$ cat src/rtl/haze_stream_framer.sv
// Framing stage ahead of the haze-removal core: buffers BGR pixels, regenerates TLAST
// from the frame geometry and tracks which of the two passes the output beat belongs to.
`timescale 1ns/1ps
module haze_stream_framer #(
    parameter int IMG_WIDTH  = 512,
    parameter int IMG_HEIGHT = 512,
    parameter int FIFO_DEPTH = 4
) (
    input  logic        ACLK,
    input  logic        ARESETn,
    input  logic        enable,
    input  logic [31:0] S_AXIS_TDATA,
    input  logic        S_AXIS_TVALID,
    input  logic        S_AXIS_TLAST,
    output logic        S_AXIS_TREADY,
    output logic [31:0] M_AXIS_TDATA,
    output logic        M_AXIS_TVALID,
    output logic        M_AXIS_TLAST,
    input  logic        M_AXIS_TREADY,
    output logic        pass,
    output logic        frame_done,
    output logic        err_len,
    output logic        busy
);
    localparam int PW   = (FIFO_DEPTH > 1) ? $clog2(FIFO_DEPTH) : 1;
    localparam int CNTW = PW + 1;
    localparam int CW   = (IMG_WIDTH > 1) ? $clog2(IMG_WIDTH) : 1;
    localparam int RW   = (IMG_HEIGHT > 1) ? $clog2(IMG_HEIGHT) : 1;
    localparam int PIX  = IMG_WIDTH * IMG_HEIGHT;
    localparam int IW   = (PIX > 1) ? $clog2(PIX) : 1;

    localparam logic [CNTW-1:0] DEPTH_C  = CNTW'(FIFO_DEPTH);
    localparam logic [CW-1:0]   COL_LAST = CW'(IMG_WIDTH - 1);
    localparam logic [RW-1:0]   ROW_LAST = RW'(IMG_HEIGHT - 1);
    localparam logic [IW-1:0]   IN_LAST  = IW'(PIX - 1);

    typedef enum logic {
        ST_ALE = 1'b0,
        ST_TE  = 1'b1
    } pass_state_e;

    logic [23:0]     mem [FIFO_DEPTH];
    logic [PW-1:0]   wr_ptr_q, wr_ptr_d;
    logic [PW-1:0]   rd_ptr_q, rd_ptr_d;
    logic [CNTW-1:0] count_q, count_d;
    logic [CW-1:0]   col_q, col_d;
    logic [RW-1:0]   row_q, row_d;
    logic [IW-1:0]   in_cnt_q, in_cnt_d;
    pass_state_e     state_q, state_d;
    logic            frame_done_q, frame_done_d;
    logic            err_len_q, err_len_d;
    logic            busy_q, busy_d;

    logic s_ready, m_valid, s_hs, m_hs, at_last;
    logic unused_upper;

    assign unused_upper = ^S_AXIS_TDATA[31:24];

    // ARESETn gates TREADY so no beat is offered as accepted while reset is held.
    assign s_ready = enable & ARESETn & (count_q < DEPTH_C);
    assign m_valid = enable & (count_q != '0);
    assign s_hs    = S_AXIS_TVALID & s_ready;
    assign m_hs    = m_valid & M_AXIS_TREADY;
    assign at_last = (col_q == COL_LAST) & (row_q == ROW_LAST);

    assign S_AXIS_TREADY = s_ready;
    assign M_AXIS_TVALID = m_valid;
    assign M_AXIS_TLAST  = m_valid & at_last;
    assign M_AXIS_TDATA  = m_valid ? {8'h00, mem[rd_ptr_q]} : 32'h0;
    assign pass          = state_q;
    assign frame_done    = frame_done_q;
    assign err_len       = err_len_q;
    assign busy          = busy_q;

    always_ff @(posedge ACLK) begin
        if (s_hs) begin
            mem[wr_ptr_q] <= S_AXIS_TDATA[23:0];
        end
    end

    always_comb begin
        wr_ptr_d     = wr_ptr_q;
        rd_ptr_d     = rd_ptr_q;
        count_d      = count_q;
        col_d        = col_q;
        row_d        = row_q;
        in_cnt_d     = in_cnt_q;
        state_d      = state_q;
        frame_done_d = 1'b0;
        err_len_d    = err_len_q;

        if (s_hs) begin
            wr_ptr_d = wr_ptr_q + 1'b1;
        end
        if (m_hs) begin
            rd_ptr_d = rd_ptr_q + 1'b1;
        end
        case ({s_hs, m_hs})
            2'b10:   count_d = count_q + 1'b1;
            2'b01:   count_d = count_q - 1'b1;
            default: count_d = count_q;
        endcase

        if (m_hs) begin
            if (at_last) begin
                col_d        = '0;
                row_d        = '0;
                frame_done_d = 1'b1;
                state_d      = (state_q == ST_ALE) ? ST_TE : ST_ALE;
            end else if (col_q == COL_LAST) begin
                col_d = '0;
                row_d = row_q + 1'b1;
            end else begin
                col_d = col_q + 1'b1;
            end
        end

        // Source TLAST only realigns the input counter; the output side never sees it.
        if (s_hs) begin
            if (S_AXIS_TLAST && (in_cnt_q != IN_LAST)) begin
                err_len_d = 1'b1;
            end
            if (S_AXIS_TLAST || (in_cnt_q == IN_LAST)) begin
                in_cnt_d = '0;
            end else begin
                in_cnt_d = in_cnt_q + 1'b1;
            end
        end

        busy_d = (count_q != '0) | (col_q != '0) | (row_q != '0);
    end

    always_ff @(posedge ACLK or negedge ARESETn) begin
        if (!ARESETn) begin
            wr_ptr_q     <= '0;
            rd_ptr_q     <= '0;
            count_q      <= '0;
            col_q        <= '0;
            row_q        <= '0;
            in_cnt_q     <= '0;
            state_q      <= ST_ALE;
            frame_done_q <= 1'b0;
            err_len_q    <= 1'b0;
            busy_q       <= 1'b0;
        end else begin
            wr_ptr_q     <= wr_ptr_d;
            rd_ptr_q     <= rd_ptr_d;
            count_q      <= count_d;
            col_q        <= col_d;
            row_q        <= row_d;
            in_cnt_q     <= in_cnt_d;
            state_q      <= state_d;
            frame_done_q <= frame_done_d;
            err_len_q    <= err_len_d;
            busy_q       <= busy_d;
        end
    end

endmodule

$ cat config.mk
export PLATFORM = sky130hd
export DESIGN_NAME = haze_stream_framer
export DESIGN_NICKNAME = d
export VERILOG_FILES = /design/src/rtl/haze_stream_framer.sv
export SDC_FILE = /design/constraint.sdc
export NUM_CORES = 1
export LEC_CHECK = 0
export CAP_MARGIN = 20
export CELL_PAD_IN_SITES_DETAIL_PLACEMENT = 1
export CELL_PAD_IN_SITES_GLOBAL_PLACEMENT = 2
export CORE_ASPECT_RATIO = 0.5
export CORE_MARGIN = 2
export CORE_UTILIZATION = 35
export CTS_BUF_LIST = sky130_fd_sc_hd__clkbuf_16
export DETAILED_ROUTE_END_ITERATION = 7
export HOLD_SLACK_MARGIN = 0.06
export PLACE_DENSITY_LB_ADDON = 0.1
export SYNTH_ARGS = -nofsm -noshare
export SYNTH_HDL_FRONTEND = slang
export SYNTH_SLANG_ARGS = --single-unit
$ cat constraint.sdc
create_clock -name ACLK -period 2.11 [get_ports ACLK]
set_clock_uncertainty 0.1 [all_clocks]
set_input_delay 0.422 -clock ACLK [delete_from_list [all_inputs] [get_ports ACLK]]
set_output_delay 0.422 -clock ACLK [all_outputs]
set_load 0.005 [all_outputs]
**Word level (Yosys, flattened, before mapping)**

Memories as Yosys holds them, arrays and structs flattened.
Index checks and enable logic that the tools add are counted.

- Add/subtract/negate cells: 7
- $lt $le $gt $ge: 1
- Equal/unequal tests: 6
- Muxes and demuxes: 12
- Bitwise logic cells: 9
- Reductions and logical operators: 10

Operators by type and width:

| operator | count |
|---|---|
| 9-bit 2-to-1 mux | 4 |
| 24-bit 2-to-1 mux | 1 |
| 18-bit by 1-bit adder with 18-bit output, second input constant | 1 |
| 9-bit by 1-bit adder with 9-bit output, second input constant | 2 |
| 18-bit == test, second input constant | 1 |
| 9-bit == test, second input constant | 2 |
| 18-bit 2-to-1 mux | 1 |
| 18-bit inequality test, second input constant | 1 |
| 9-bit nonzero test | 2 |
| 1-bit bitwise AND | 7 |
| 3-bit one-hot mux with 2 select lines | 1 |
| 2-bit AND reduction | 3 |
| 1-bit 2-to-1 mux | 5 |
| 2-bit by 1-bit adder with 2-bit output, second input constant | 2 |
| 2-bit nonzero test | 2 |
| 3-bit by 1-bit adder with 3-bit output, second input constant | 1 |
| 3-bit < comparator, second input constant | 1 |
| 3-bit nonzero test | 1 |
| 3-bit by 1-bit subtractor with 3-bit output, second input constant | 1 |
| 2-bit by 1-bit == test with 1-bit output, second input constant | 1 |
| 2-bit == test, second input constant | 1 |
| 1-bit OR | 2 |
| 1-bit logical AND | 1 |
| 1-bit logical OR | 1 |

- Bits in registers: 47
- Memory bits (writable): 96
- Input port bits: 38
- Output and inout port bits: 39
- Word-level logic and storage cells: 56
- Memories kept: 1

Memory list:

| name | words | bits a word | rd ports | clocked after Yosys merged registers in | wr ports | line | source |
|---|---|---|---|---|---|---|---|
| mem | 4 | 24 | 1 | 0 | 1 | 42 | `logic [23:0] mem [FIFO_DEPTH];` |

**Longest topological paths before layout**

Gate-level depths: netlist of run 1.

- Depth in word-level cells: 5
- Mapped depth: 12
- Depth with buffers taken out: 9

**Least setup slack after synthesis of run 1**

Ideal clock, no wire load.

- Path kind: in2reg
- Start: in enable
- End: reg count_q[2]
- Data arrival time: 2.335 ns
- Required time: 1.931 ns
- Slack: -0.404 ns
- Stages on the path: 12
- Buffers on the path: 3
- Cell sequence: buf_4 > nand2_2 > nor3b_4 > inv_2 > clkbuf_1 > buf_1 > ha_1 > inv_1 > fa_1 > xor2_1 > nor2_1 > xor2_1

- Longest elaborated chain between the ends: 5

Ends and longest elaborated chain:

| item | line | source |
|---|---|---|
| start: declaration | 11 | `input logic enable,` |
| 1-bit bitwise AND (2 in a row) | 60 | `assign s_ready = enable & ARESETn & (count_q < DEPTH_C);` |
| 1-bit bitwise AND | 62 | `assign s_hs = S_AXIS_TVALID & s_ready;` |
| 2-bit by 1-bit == test with 1-bit output / 2-bit == test (equally long branches) | 98 | `case ({s_hs, m_hs})` |
| 3-bit one-hot mux with 2 select lines / 2-bit nonzero test (equally long branches) | - |  |
| end signal: assignment | 148 | `count_q <= count_d;` |
| end: declaration | 45 | `logic [CNTW-1:0] count_q, count_d;` |

Several ways; a longest one is shown, not always the timed one.
A chain may end at the register's enable or synchronous reset.

**Worst setup path in the final report of run 1**

- Start: reg rd_ptr_q[0]
- End: out M_AXIS_TDATA[23]

- Longest elaborated chain between the ends: 2

Ends and longest elaborated chain:

| item | line | source |
|---|---|---|
| start: declaration | 44 | `logic [PW-1:0] rd_ptr_q, rd_ptr_d;` |
| start signal: assignment | 147 | `rd_ptr_q <= rd_ptr_d;` |
| memory read 4 x 24 bit | - |  |
| 24-bit 2-to-1 mux | 69 | `assign M_AXIS_TDATA = m_valid ? {8'h00, mem[rd_ptr_q]} : 32'h0;` |
| end: declaration | 16 | `output logic [31:0] M_AXIS_TDATA,` |

Every way passes these cells.

==> results of run 1 <==
path summary, 6_finish.rpt:
kind	end	cells after the start	slack [ns]
setup / recovery	M_AXIS_TDATA[23]	5	-0.41
min in group ACLK	err_len	1	0.37
setup reg to reg	row_q[7]	9	0.03
hold / removal	in_cnt_q[16]	2	0.12
max in group asynchronous	count_q[2]	2	1.31
hold reg to reg	err_len	1	0.37
per-layer routing:
layer / wire [um] / vias to the layer above / GRT usage
met2: 6921 / 58 / 0.2701
met5: 0 / - / 0
met1: 7112 / 2095 / 0.2312
li1: - / 2002 / -
met3: 449 / 10 / 0.03526
met4: 138 / 0 / 0.04079
state kept, by name, indices dropped and copies added (netlist names):
name and cells:
busy 1, col_q 9, count_q 3, err_len 1, frame_done 1, in_cnt_q 18
mem 96, pass 1, rd_ptr_q 2, row_q 9, wr_ptr_q 2
power groups by stage:
stage | clock network, mW | registers, mW | logic (mW)
detailed placement | 0 | 3.46 | 2.61
floorplan | 0 | 3.47 | 1.33
finish | 2.78 | 3.44 | 3.21
global route | 2.97 | 3.48 | 3.51
global placement | 0 | 3.46 | 2.58
CTS | 2.86 | 3.43 | 3.06
area by class of cell:
cell class              instances  share of cell area
multi-input cells             264              0.2496
clock inverters                15             0.01420
well taps                     234             0.03357
flip-flops and latches        143              0.4657
inverters                      16            0.006887
repair buffers                163              0.1812
clock buffers                  17             0.04878
placed cells by master, fill, tap and decap left out, types with 6 or more instances in the layout:
cell / instances
and3_1: 10
buf_4: 73
ha_1: 8
nand4_1: 8
nand2_1: 40
edfxtp_1: 96
xnor2_1: 7
xor2_1: 7
o21ai_0: 22
buf_2: 9
clkdlybuf4s50_1: 30
nor2_1: 11
clkbuf_16: 18
buf_12: 10
inv_1: 14
or3_1: 7
and3_4: 17
o211ai_1: 9
dfrtp_1: 45
a21oi_1: 7
or4_1: 6
nand3_1: 17
buf_6: 33
mux4_2: 24
conb_1: 8
logic make-up after synthesis:
logic type,share of synthesized area
adder cells (fa/ha/maj),0.02720
other,0.0005995
flip-flops,0.6489
buffers and inverters,0.03300
XOR/XNOR,0.02100
AO/OA/AOI/OAI,0.05381
multiplexers,0.08642
AND/OR/NAND/NOR,0.1290
synth_stat cells (all sizes together) (9+ instances only):
cell,number
clkbuf,17
nand3,18
and3,27
o21ai,24
dfrtp,47
edfxtp,96
mux4,24
buf,12
inv,15
ha,12
nand2,42
o211ai,9
nor2,13
worst max-delay path, delay by kind of cell (launching register included):
family	cells	cell delay, ns
multiplexers	1	0.50
buffers and inverters	3	0.37
flip-flops	1	0.51
AND/OR/NAND/NOR	1	0.20
timing repair:
item	in CTS	in global routing
setup buffers	18	10
hold buffers	0	0
gates cloned	2	0
setup endpoints to repair	30	40
pin swaps	31	5
resized for setup	148	29
stage by stage:
stage                     total power, mW  area (um2)  instances
final                               9.432        8721        852
after floorplan                     4.799        6331        451
after global routing                9.955        8721        852
after CTS                           9.350        8518        842
after detailed placement            6.072        7717        791
after global placement              6.036        7717        791
==> metrics, run 1 <==
run status finished with violations; failing checks setup timing; Yosys Warn Count 0; total of fill cells in the finished design 1784; largest cells by area after synthesis edfxtp_1, dfrtp_1, mux4_2; Setup crit end kind output port; # IOs 77; top-area cell type share of the netlist area 0.4609; FF-to-FF Start col_q[1]; clk_lat worst skew 0.41 ns; CP max-delay cell dfrtp_2; Final HPWL DP 9583 um; Synth async-reset ratio 0.3287; dominant cell type by area after synthesis edfxtp_1; Reg area 4061 um2; initial DRC count 180; vias after detailed routing 4165; post-synthesis register bit count 143; hold_ws 0.1192 ns; Remaining DRCs 0; Worst Path Max Fanout 7; crit path cell chain buf_12 > buf_6 > mux4_2 > and3_4 > buf_6; hold crit path type in -> async; Required @ worst endpoint 1.59 ns; Fmax 0.3972 GHz; worst-margin pin slew 0.6638 ns; DP Worst Slack -0.4574 ns; RSZ-0062 raised after global routing yes; Crit Path Category reg -> out; total gr overflow 0; Comb power frac 0.340; peak supply drop 0.6739 mV; Period minus WS final between 2 and 3 ns; Core ar. about 17000 um2; DR pass1 iterations 4; initial antenna violation count 0; die area roughly 19000 um2; Clock Tree Buf Depth 2; setup ws final -0.4077 ns; cell mode on critical path buf_6; layout cell share with drive strength beyond 1 0.3625; GRT Util Overall 0.1668; PortBufs 60; fin crit share 1.193; CTS H-tree lvls 4; total routed wirelength 14620 um; Routed Antenna Nets 0; CTS sink count 143; power per standard cell area 1082 nW/um2; largest net degree at the start of global routing 48; Syn Area/Cell approximately 14 um2; Worst path max stage delay approximately 0.5 ns; clock network power share 0.295; Die Wd 193.1 um; P_sw 2.606 mW; first-pass GRT wire length 24200 um; Final setup viols 25; Post-synth EDFFs 96; final hold viol count 0; chip height 98.53 um; distinct cell type count after synthesis 45; via count of the first global-routing pass around 4500; setup_tns -9.033 ns; relative slew slack 0.5575; CTS tree done; WL/cell 17.16 um; number of buffers created by CTS 17; synthesized cell area about 6300 um2; Clock Pin Slew Worst Setup and Hold Paths 0.06 ns; Final nets about 660; ys flop type edfxtp_1; std cell rows 34; Area Growth Syn to Fin 39.43%; n_diodes 0; Critical Path AT 2.00 ns; Max-cap violations 0; final slew viol count 0; Switching Share 0.2763; vias per cell 4.888; Flop pwr share 0.365; Final Util 0.5000; CTS Root Cell clkbuf_16; Seq/Total Area, Yosys 0.6489; Worst setup SP type flop; placer congestion estimate 0.7295; Int Pwr 6.826 mW; CP startpoint rd_ptr_q[0]; initial core utilization 0.3586; Multi-input gate area approximately 2200 um2; P_leak 3.428 nW; Synth Instances 444
(Power assumes the default switching activity.)
==> run 2: changes to the inputs <==
SKIP_LAST_GASP = 1   (was not set)
==> run 2 against run 1 <==
The flow still finishes with violations (setup timing). Die area unchanged. Core utilization down 0.27 points. First-iteration DRC count down 2.2%. Count of clock-buffer cells in the layout unchanged. Hold slack about the same. Non-clock buffer count down 2. Fmax up 0.78%. Sequential share of layout area up 0.26 points. Register-to-register slack about the same. Clock power about the same. Setup slack better by 0.020 ns. Routed wire length about the same.
==> metrics, run 2 (synthesis gave the netlist of run 1 again) <==
Routed Antenna Nets 0; Post-Place Cell Area 7717 um2; placer congestion estimate 0.7295; number of buffers created by CTS 17; most common cell after layout, fill and taps aside edfxtp_1; fin area 8673 um2; CTS Root Cell clkbuf_16; std cell rows 34; PortBufs 60; die area 19020 um2; hold_ws 0.1192 ns; chip height 98.53 um; most frequent cells in the layout edfxtp_1, buf_4, dfrtp_1; Final Util 0.4973; GRT Util Overall 0.1669; setup ws final -0.3881 ns; DP Worst Slack -0.4574 ns; run status finished with violations; Final setup viols 25; Final HPWL DP between 9000 and 10000 um; Clock Tree Buf Depth 2; CP top delay family flip-flops; # IOs between 70 and 80; Max-cap violations 0; Largest regs mem (96), in_cnt_q (18); DR pass1 iterations 4; Period minus WS final 2.498 ns; Worst Path Max Fanout 7; Worst setup SP type flop; largest register by flop count mem; Area Growth Syn to Fin 38.67%; Hold Buf Count CTS 0; Fmax about 0.40 GHz; Die Wd 193.1 um; hold crit path type in -> async; final hold viol count 0; Setup crit end kind output port; Final nets 654; total routed wirelength between 10000 and 15000 um; initial DRC count 176; relative slew slack 0.5575; crit path cell chain buf_12 > buf_6 > mux4_2 > and3_4 > buf_6; initial antenna violation count 0; final slew viol count 0; power per standard cell area 1079 nW/um2; Remaining DRCs 0; total gr overflow 0; failing checks setup timing; CTS H-tree lvls 4; max FFs per register 96; buffers plus inverters on the worst setup path 3; CTS sink count 143; cell mode on critical path buf_6; CP max-delay cell dfrtp_2; Critical Path AT just under 2 ns; vias per cell 4.879; clk_lat worst skew 0.41 ns; initial core utilization 0.3586; Worst path max stage delay 0.50 ns; P_leak 3.415 nW; peak supply drop approximately 0.67 mV; n_diodes 0; total of fill cells in the finished design 1789; via count of the first global-routing pass 4468; WL/cell 17.19 um; Required @ worst endpoint 1.59 ns; Clock Pin Slew Worst Setup and Hold Paths 0.06 ns; layout cell share with drive strength beyond 1 0.3555; Power, Total between 9 and 10 mW; Core ar. 17440 um2; vias after detailed routing 4147; Crit Path Category reg -> out; worst-margin pin slew 0.6637 ns; fin crit share 1.184; largest net degree at the start of global routing 48; RSZ-0062 raised after global routing yes; CTS tree done; first-pass GRT wire length around 24000 um
run 2: report_power, final:
group | internal (mW) | leakage (nW) | switching, mW | total, mW
logic | 1.90 | 1.68 | 1.24 | 3.13
registers | 3.25 | 1.46 | 0.184 | 3.44
clock network | 1.61 | 0.273 | 1.17 | 2.78
total | 6.76 | 3.41 | 2.59 | 9.36
run 2: area by class of cell:
type / instances / area, um2 / area share
clock buffers: 17 / 425.4 / 0.04905
repair buffers: 161 / 1538 / 0.1773
well taps: 234 / 292.8 / 0.03376
clock inverters: 15 / 123.9 / 0.01428
multi-input cells: 264 / 2172 / 0.2504
inverters: 16 / 60.06 / 0.006924
flip-flops and latches: 143 / 4061 / 0.4683
run 2: worst paths after layout:
check / start / to / slack, ns / depth (start not counted)
max: rd_ptr_q[0] / M_AXIS_TDATA[23] / -0.39 / 5
min: ARESETn / in_cnt_q[16] / 0.12 / 2
max reg2reg: col_q[1] / row_q[7] / 0.03 / 9
min reg2reg: err_len / err_len / 0.37 / 1
max in group asynchronous: ARESETn / count_q[2] / 1.31 / 2
min in group ACLK: err_len / err_len / 0.37 / 1
run 2: routing by layer:
layer  wire (um)  GRT usage  vias up
li1            -          -     1999
met1        7114     0.2306     2083
met2        6906     0.2712       55
met3         452    0.03526       10
met4         138    0.04079        0
met5           0          0        -
run 2: timing repair:
item                                    4_1_cts  5_1_grt
endpoints found under the setup margin       30       40
cloned                                        2        0
setup buffers                                18        8
resized for setup                           143       26
pin swaps                                    31        5
run 2: per-stage QoR:
step           setup TNS (ns)  std cells
2_1_floorplan        -0.03148        451
3_3_place_gp           -28.09        791
3_5_place_dp           -30.09        791
4_1_cts                -9.414        842
5_1_grt                -10.70        850
6_report               -8.509        850
